[src/rtl/sd_pkg.sv]
// Shared SD command-line definitions: frame width, CRC7 polynomial,
// command indices and the responder state/response-type encodings.
package sd_pkg;

  localparam int unsigned SD_FRAME_W   = 48;
  localparam logic [6:0]  SD_CRC7_POLY = 7'h09;

  localparam logic [5:0] SD_CMD0  = 6'd0;
  localparam logic [5:0] SD_CMD8  = 6'd8;
  localparam logic [5:0] SD_CMD55 = 6'd55;

  typedef enum logic [2:0] {
    ST_IDLE,
    ST_RX,
    ST_CHECK,
    ST_NCR_WAIT,
    ST_TX
  } resp_state_t;

  typedef enum logic [1:0] {
    RESP_NONE,
    RESP_R1,
    RESP_R7
  } resp_type_t;

endpackage

[src/rtl/sd_crc7.sv]
// Serial CRC7 (x^7 + x^3 + 1, zero seed), MSB-first bit input.
module sd_crc7
  import sd_pkg::*;
(
  input  logic       clk,
  input  logic       rst,
  input  logic       clr,
  input  logic       en,
  input  logic       din,
  output logic [6:0] crc
);

  logic fb;
  assign fb = din ^ crc[6];

  always_ff @(posedge clk) begin
    if (rst || clr) begin
      crc <= '0;
    end else if (en) begin
      crc <= {crc[5:0], 1'b0} ^ (fb ? SD_CRC7_POLY : '0);
    end
  end

endmodule

[src/rtl/sd_cmd_responder.sv]
// Card-side SD CMD-line responder: receives 48-bit commands, answers with R1/R7.
// Build option: define SD_RESP_CRC_CHECK_EN to reject commands with a bad CRC7.
module sd_cmd_responder
  import sd_pkg::*;
#(
  parameter int unsigned NCR         = 2,
  parameter logic [31:0] CARD_STATUS = 32'h0000_0100,
  parameter logic [3:0]  VHS_ACCEPT  = 4'b0001
) (
  input  logic        CLK,
  input  logic        RST,
  input  logic        SD_CLK,
  input  logic        CMD_IN,
  output logic        CMD_OUT,
  output logic        CMD_OE,
  output logic        CMD_VALID,
  output logic [5:0]  CMD_IDX,
  output logic [31:0] CMD_ARG,
  output logic        CRC_ERR
);

  localparam logic [6:0] NCR_LAST = 7'(NCR - 1);

  logic [2:0]  sclk_sync;
  logic [2:0]  cmd_sync;
  logic        rise;
  logic        fall;
  logic        cmd_bit;

  resp_state_t state;
  logic [5:0]  bit_cnt;
  logic [45:0] sr;
  logic [6:0]  ncr_cnt;
  logic [5:0]  tx_cnt;
  logic [39:0] tx_hdr;

  logic        crc_clr;
  logic        crc_en;
  logic        crc_din;
  logic [6:0]  crc_out;
  logic        crc_bad;
  logic        tx_bit;
  resp_type_t  rtype;
  logic [39:0] hdr_next;

  assign cmd_bit = cmd_sync[2];

  always_ff @(posedge CLK) begin
    if (RST) begin
      sclk_sync <= '0;
      cmd_sync  <= '1;
      rise      <= 1'b0;
      fall      <= 1'b0;
    end else begin
      sclk_sync <= {sclk_sync[1:0], SD_CLK};
      cmd_sync  <= {cmd_sync[1:0], CMD_IN};
      rise      <= sclk_sync[1] & ~sclk_sync[2];
      fall      <= ~sclk_sync[1] & sclk_sync[2];
    end
  end

  sd_crc7 u_crc (
    .clk (CLK),
    .rst (RST),
    .clr (crc_clr),
    .en  (crc_en),
    .din (crc_din),
    .crc (crc_out)
  );

  // One generator: checks received bits in RX, builds the response CRC in TX.
  always_comb begin
    crc_clr = 1'b0;
    crc_en  = 1'b0;
    crc_din = cmd_bit;
    case (state)
      ST_IDLE, ST_CHECK: crc_clr = 1'b1;
      ST_RX:             crc_en  = rise && (bit_cnt < 6'd39);
      ST_NCR_WAIT: begin
        crc_en  = fall && (ncr_cnt == NCR_LAST);
        crc_din = tx_hdr[39];
      end
      ST_TX: begin
        crc_en  = fall && (tx_cnt < 6'd40);
        crc_din = tx_hdr[39];
      end
      default: ;
    endcase
  end

  always_comb begin
    if (tx_cnt < 6'd40) begin
      tx_bit = tx_hdr[39];
    end else if (tx_cnt < 6'd47) begin
      tx_bit = crc_out[3'(6'd46 - tx_cnt)];
    end else begin
      tx_bit = 1'b1;
    end
  end

`ifdef SD_RESP_CRC_CHECK_EN
  assign crc_bad = (crc_out != sr[7:1]);
`else
  assign crc_bad = 1'b0;
`endif

  always_comb begin
    rtype    = RESP_R1;
    hdr_next = {2'b00, sr[45:40], CARD_STATUS};
    if (sr[45:40] == SD_CMD0) begin
      rtype = RESP_NONE;
    end else if (sr[45:40] == SD_CMD8) begin
      rtype    = RESP_R7;
      hdr_next = {2'b00, SD_CMD8, 20'd0, VHS_ACCEPT, sr[15:8]};
    end
  end

  always_ff @(posedge CLK) begin
    if (RST) begin
      state     <= ST_IDLE;
      bit_cnt   <= '0;
      sr        <= '0;
      ncr_cnt   <= '0;
      tx_cnt    <= '0;
      tx_hdr    <= '0;
      CMD_OUT   <= 1'b1;
      CMD_OE    <= 1'b0;
      CMD_VALID <= 1'b0;
      CMD_IDX   <= '0;
      CMD_ARG   <= '0;
      CRC_ERR   <= 1'b0;
    end else begin
      CMD_VALID <= 1'b0;
      CRC_ERR   <= 1'b0;
      case (state)
        ST_IDLE: begin
          if (rise && !cmd_bit) begin
            bit_cnt <= '0;
            state   <= ST_RX;
          end
        end
        ST_RX: begin
          if (rise) begin
            sr      <= {sr[44:0], cmd_bit};
            bit_cnt <= bit_cnt + 6'd1;
            if (bit_cnt == 6'd0 && !cmd_bit) begin
              state <= ST_IDLE;
            end else if (bit_cnt == 6'd46) begin
              state <= ST_CHECK;
            end
          end
        end
        ST_CHECK: begin
          if (!sr[0]) begin
            state <= ST_IDLE;
          end else if (crc_bad) begin
            CRC_ERR <= 1'b1;
            state   <= ST_IDLE;
          end else begin
            CMD_VALID <= 1'b1;
            CMD_IDX   <= sr[45:40];
            CMD_ARG   <= sr[39:8];
            tx_hdr    <= hdr_next;
            ncr_cnt   <= '0;
            state     <= (rtype == RESP_NONE) ? ST_IDLE : ST_NCR_WAIT;
          end
        end
        ST_NCR_WAIT: begin
          if (fall) begin
            if (ncr_cnt == NCR_LAST) begin
              CMD_OE  <= 1'b1;
              CMD_OUT <= tx_hdr[39];
              tx_hdr  <= {tx_hdr[38:0], 1'b0};
              tx_cnt  <= 6'd1;
              state   <= ST_TX;
            end else begin
              ncr_cnt <= ncr_cnt + 7'd1;
            end
          end
        end
        ST_TX: begin
          if (fall) begin
            if (tx_cnt == 6'd48) begin
              CMD_OE  <= 1'b0;
              CMD_OUT <= 1'b1;
              tx_cnt  <= '0;
              state   <= ST_IDLE;
            end else begin
              CMD_OUT <= tx_bit;
              tx_cnt  <= tx_cnt + 6'd1;
              if (tx_cnt < 6'd40) begin
                tx_hdr <= {tx_hdr[38:0], 1'b0};
              end
            end
          end
        end
        default: state <= ST_IDLE;
      endcase
    end
  end

endmodule

[config.mk]
export PLATFORM = sky130hd
export DESIGN_NAME = sd_cmd_responder
export DESIGN_NICKNAME = d
export VERILOG_FILES = /design/src/rtl/sd_pkg.sv /design/src/rtl/sd_crc7.sv /design/src/rtl/sd_cmd_responder.sv
export SDC_FILE = /design/constraint.sdc
export NUM_CORES = 1
export LEC_CHECK = 0
export ABC_AREA = 1
export ABC_CLOCK_PERIOD_IN_PS = 1940
export CELL_PAD_IN_SITES_DETAIL_PLACEMENT = 0
export CELL_PAD_IN_SITES_GLOBAL_PLACEMENT = 1
export CORE_ASPECT_RATIO = 0.75
export CORE_MARGIN = 2
export CORE_UTILIZATION = 35
export DETAILED_ROUTE_END_ITERATION = 8
export GPL_TIMING_DRIVEN = 0
export HOLD_SLACK_MARGIN = 0.1
export PLACE_DENSITY = 0.79
export SLEW_MARGIN = 20
export SYNTH_ARGS = -nofsm -noshare
export SYNTH_HDL_FRONTEND = slang
export SYNTH_SLANG_ARGS = --single-unit
[constraint.sdc]
create_clock -name CLK -period 1.94 [get_ports CLK]
set_clock_uncertainty 0.2 [all_clocks]
set_input_delay 0.388 -clock CLK [delete_from_list [all_inputs] [get_ports CLK]]
set_output_delay 0.388 -clock CLK [all_outputs]
set_load 0.01 [all_outputs]
==> out/qor.tcl <==
set qor(run_status) {completed}
set qor(critical-path-slowest-cell) {dfxtp_1}
set qor(worst_setup_hold_path_clk_slew_ps) 70
set qor(cts.hold.buffers_added) 0
set qor(worstSetupEndpointType) {flip-flop}
set qor(overall_die_height_um) 124
set qor(via_count) 6128
set qor(grt_first_pass_wirelength_mm) 27.9
set qor(grt_antenna_before_repair) 0
set qor(portBuffers) 43
set qor(cts-buffers-inserted) 17
set qor(grt_use_total_pct) 16.9
set qor(cp_slowest_stage_delay_ps) 310
set qor(timing.hold.worst.class) {in -> reg}
set qor(fin_crit_ps) 1910
set qor(chipWidth_um) 165
set qor(ys_ff_latch) 164
set qor(synth_simple_gate_area_share_pct) 28.8
set qor(layout.cells.non_filler) 1314
set qor(critical_path.cell_chain) {buf_6 -> buf_4 -> nor3_4 -> nand2_4 -> clkbuf_2 -> clkbuf_2 -> o21ai_0 -> a21oi_1}
set qor(most_frequent_cell_on_critical_path) {clkbuf_2}
set qor(num_rows) 44
set qor(finalPower_mw) 8.68
set qor(yosys.area_share.adder_pct) 1.29
set qor(post-route-period-util_pct) 98.5
set qor(detail_route.wl_per_cell_um) 12.9
set qor(critPathArrivalTime_ps) 2030
set qor(clock_latency_ps) 420
set qor(clock_tree.buffer_depth) 2
set qor(drt_iter0_markers) 398
set qor(layout_utilization_pct) 45.3
set qor(pwr_density_cell_nw_per_um2) 999
set qor(tritoncts) {built}
set qor(timing.critical_path.required_ps) 2050
set qor(worst-slew-pin-transition_ps) 649
set qor(final_common_cell) {nand2_1}
set qor(cts-htree-levels) 4
set qor(final_cell_mix) {nand2_1, nor2_1, dfxtp_1}
set qor(die_area_um2) 20500
set qor(ys_warn_count) 0
set qor(antennaDiodeCount) 0
set qor(syn_avg_cell_area_um2) 7.06
set qor(pre_cts_slack_ps) -670
set qor(drt-total-wl_mm) 16.9
set qor(number_of_max_cap_violations) 0
set qor(placement.cell_area_um2) 7520
set qor(finalWeightedCongestion) 0.784
set qor(yosysUniqueCellTypes) 31
set qor(total_number_of_clock_tree_sinks) 164
set qor(yosys.area_share.xor_xnor_pct) 0.776
set qor(post_synth_inst_count) 960
set qor(synth.cell_area_um2) 6780
set qor(synth.yosys.seq_area_share_pct) 48.5
set qor(power.static_leakage_nw) 3.82
set qor(place.detailed.instances) 1256
set qor(timing_hold_violations_final) 0
set qor(drt.antenna.violating_nets) 0
set qor(synth.area.mux_share_pct) 0
set qor(critical_path_peak_fanout) 10
set qor(timing.final.ws_setup_ps) 28.6
set qor(maxSlewViolCount) 0
set qor(setup_viol_count_final) 0
set qor(initial_utilization_pct) 35.4
set qor(relative_area_change_from_synthesis_to_final_layout_pct) 28.2
set qor(synth_fp_nets) 971
set qor(drcViolationCount) 0
set qor(finalNetCount) 1060
set qor(post-route-cell-area_um2) 8690
set qor(final_layout_size_suffix_gt1_share_pct) 13.0
set qor(vdd_ir_drop_max_mv) 0.591
set qor(number_of_top_level_pins) 46
set qor(grt-ovfl-total) 0
set qor(max_clock_freq_mhz) 523
set qor(core_area_um2) 19200
set qor(startpoint_type) {flip-flop}
set qor(viasPerCell) 4.66
set qor(path_class) {reg -> reg}
set qor(post_detail_place_hpwl_mm) 11.1
set qor(clockRootBuffer) {clkbuf_16}
set qor(first_global_vias) 5599
set qor(rsz0062_at_grt) {true}
set qor(synth_compound_gate_area_share_pct) 13.3
set qor(maximum_number_of_pins_on_one_net_before_global_route_repair) 17
set qor(slew_headroom_pct) 56.7
set qor(synth_top_family_by_area) {simple AND/OR/NAND/NOR gates}
set qor(drt_pass1_iterations) 5
[worst max-delay path: cells and delay by family, from the launching register on]
kind | cells | cell delay (ps)
buffers and inverters | 4 | 640
AO/OA/AOI/OAI | 2 | 270
flip-flops | 1 | 310
AND/OR/NAND/NOR | 2 | 380
[stage by stage]
stage               setup TNS [ps]  hold WS, ps
detailed placement          -33110          196
global placement            -29010          191
CTS                          -9.41          167
global route                  -484          184
finish                           0          167
floorplan                        0          188
[what timing repair did]
action	4_1_cts	5_1_grt
gates resized for setup	29	98
endpoints found under the setup margin	127	127
cloned	0	3
buffers inserted	6	20
pin swaps	2	12
[registers in the layout, indices dropped and copies added (netlist names), 3 cells and up]
name / count
tx_hdr: 40
ncr_cnt: 7
bit_cnt: 6
state: 3
CMD_IDX: 6
tx_cnt: 6
sr: 46
CMD_ARG: 32
cmd_sync: 3
sclk_sync: 3
u_crc.crc: 7
[metal layers]
| metal | vias to the layer above | global-route usage [%] | wire length, um |
|---|---|---|---|
| met1 | 2760 | 25.5 | 9030 |
| met4 | 0 | 4.04 | 134 |
| li1 | 3247 | - | - |
| met2 | 111 | 24.0 | 6960 |
| met3 | 10 | 4.13 | 773 |
| met5 | - | 0 | 0 |
[power breakdown]
group / internal (mW) / total [mW] / switching, mW / leakage (nW)
registers: 3.69 / 3.86 / 0.173 / 1.33
clock network: 1.84 / 3.34 / 1.50 / 0.278
logic: 0.621 / 1.48 / 0.858 / 2.22
[logic make-up (layout without fill, tap and decap cells)]
family	after synthesis	in the layout
and+or+nand+nor	481	481
AOI/OAI and AO/OA	178	178
DFF	164	164
buffers and inverters	123	224
adders and majority gates	7	7
xor gates and xnor gates	6	6
other	1	1
[final timing paths]
path                      from            to  slack [ps]  depth (start not counted)
setup / recovery      state[2]        sr[11]          30                          8
hold / removal             RST   cmd_sync[1]         170                          2
hold reg to reg   sclk_sync[0]  sclk_sync[1]         210                          2
setup reg to reg      state[2]        sr[11]          30                          8
[area by class of cell]
class                           instances  area, um2
Inverter                               71        280
Multi-Input combinational cell        673       3160
Tap cell                              253        317
Sequential cell                       164       3290
Timing Repair Buffer                   72        758
Fill cell                            1982      10500
Buffer                                 50        303
Clock inverter                         13        138
Clock buffer                           18        439
[Yosys cell counts]
cell type	instances	area (um2)
conb_1	1	3.75
a21oi_2	1	8.76
xnor2_1	1	8.76
or2_2	3	18.8
ha_1	7	87.6
nand3_1	58	290
nand3b_1	1	7.51
inv_1	64	240
or2_1	1	6.26
dfxtp_1	164	3280
clkinv_1	1	3.75
o21ai_0	94	470
nand2_1	209	785
buf_1	1	3.75
nor2_2	1	6.26
a22oi_1	1	7.51
nand4_1	7	43.8
nand2_2	5	31.3
a211oi_1	1	7.51
a21oi_1	81	405
nor3_4	1	16.3
nor3_1	5	25.0
buf_4	4	30.0
clkbuf_1	36	135
buf_6	1	11.3
and3_1	1	6.26
inv_2	6	22.5
nor2_1	188	706
buf_2	10	50.1
xor2_1	5	43.8
nand3_2	1	10.0
No activity file was read; power rests on OpenSTA's default activity.
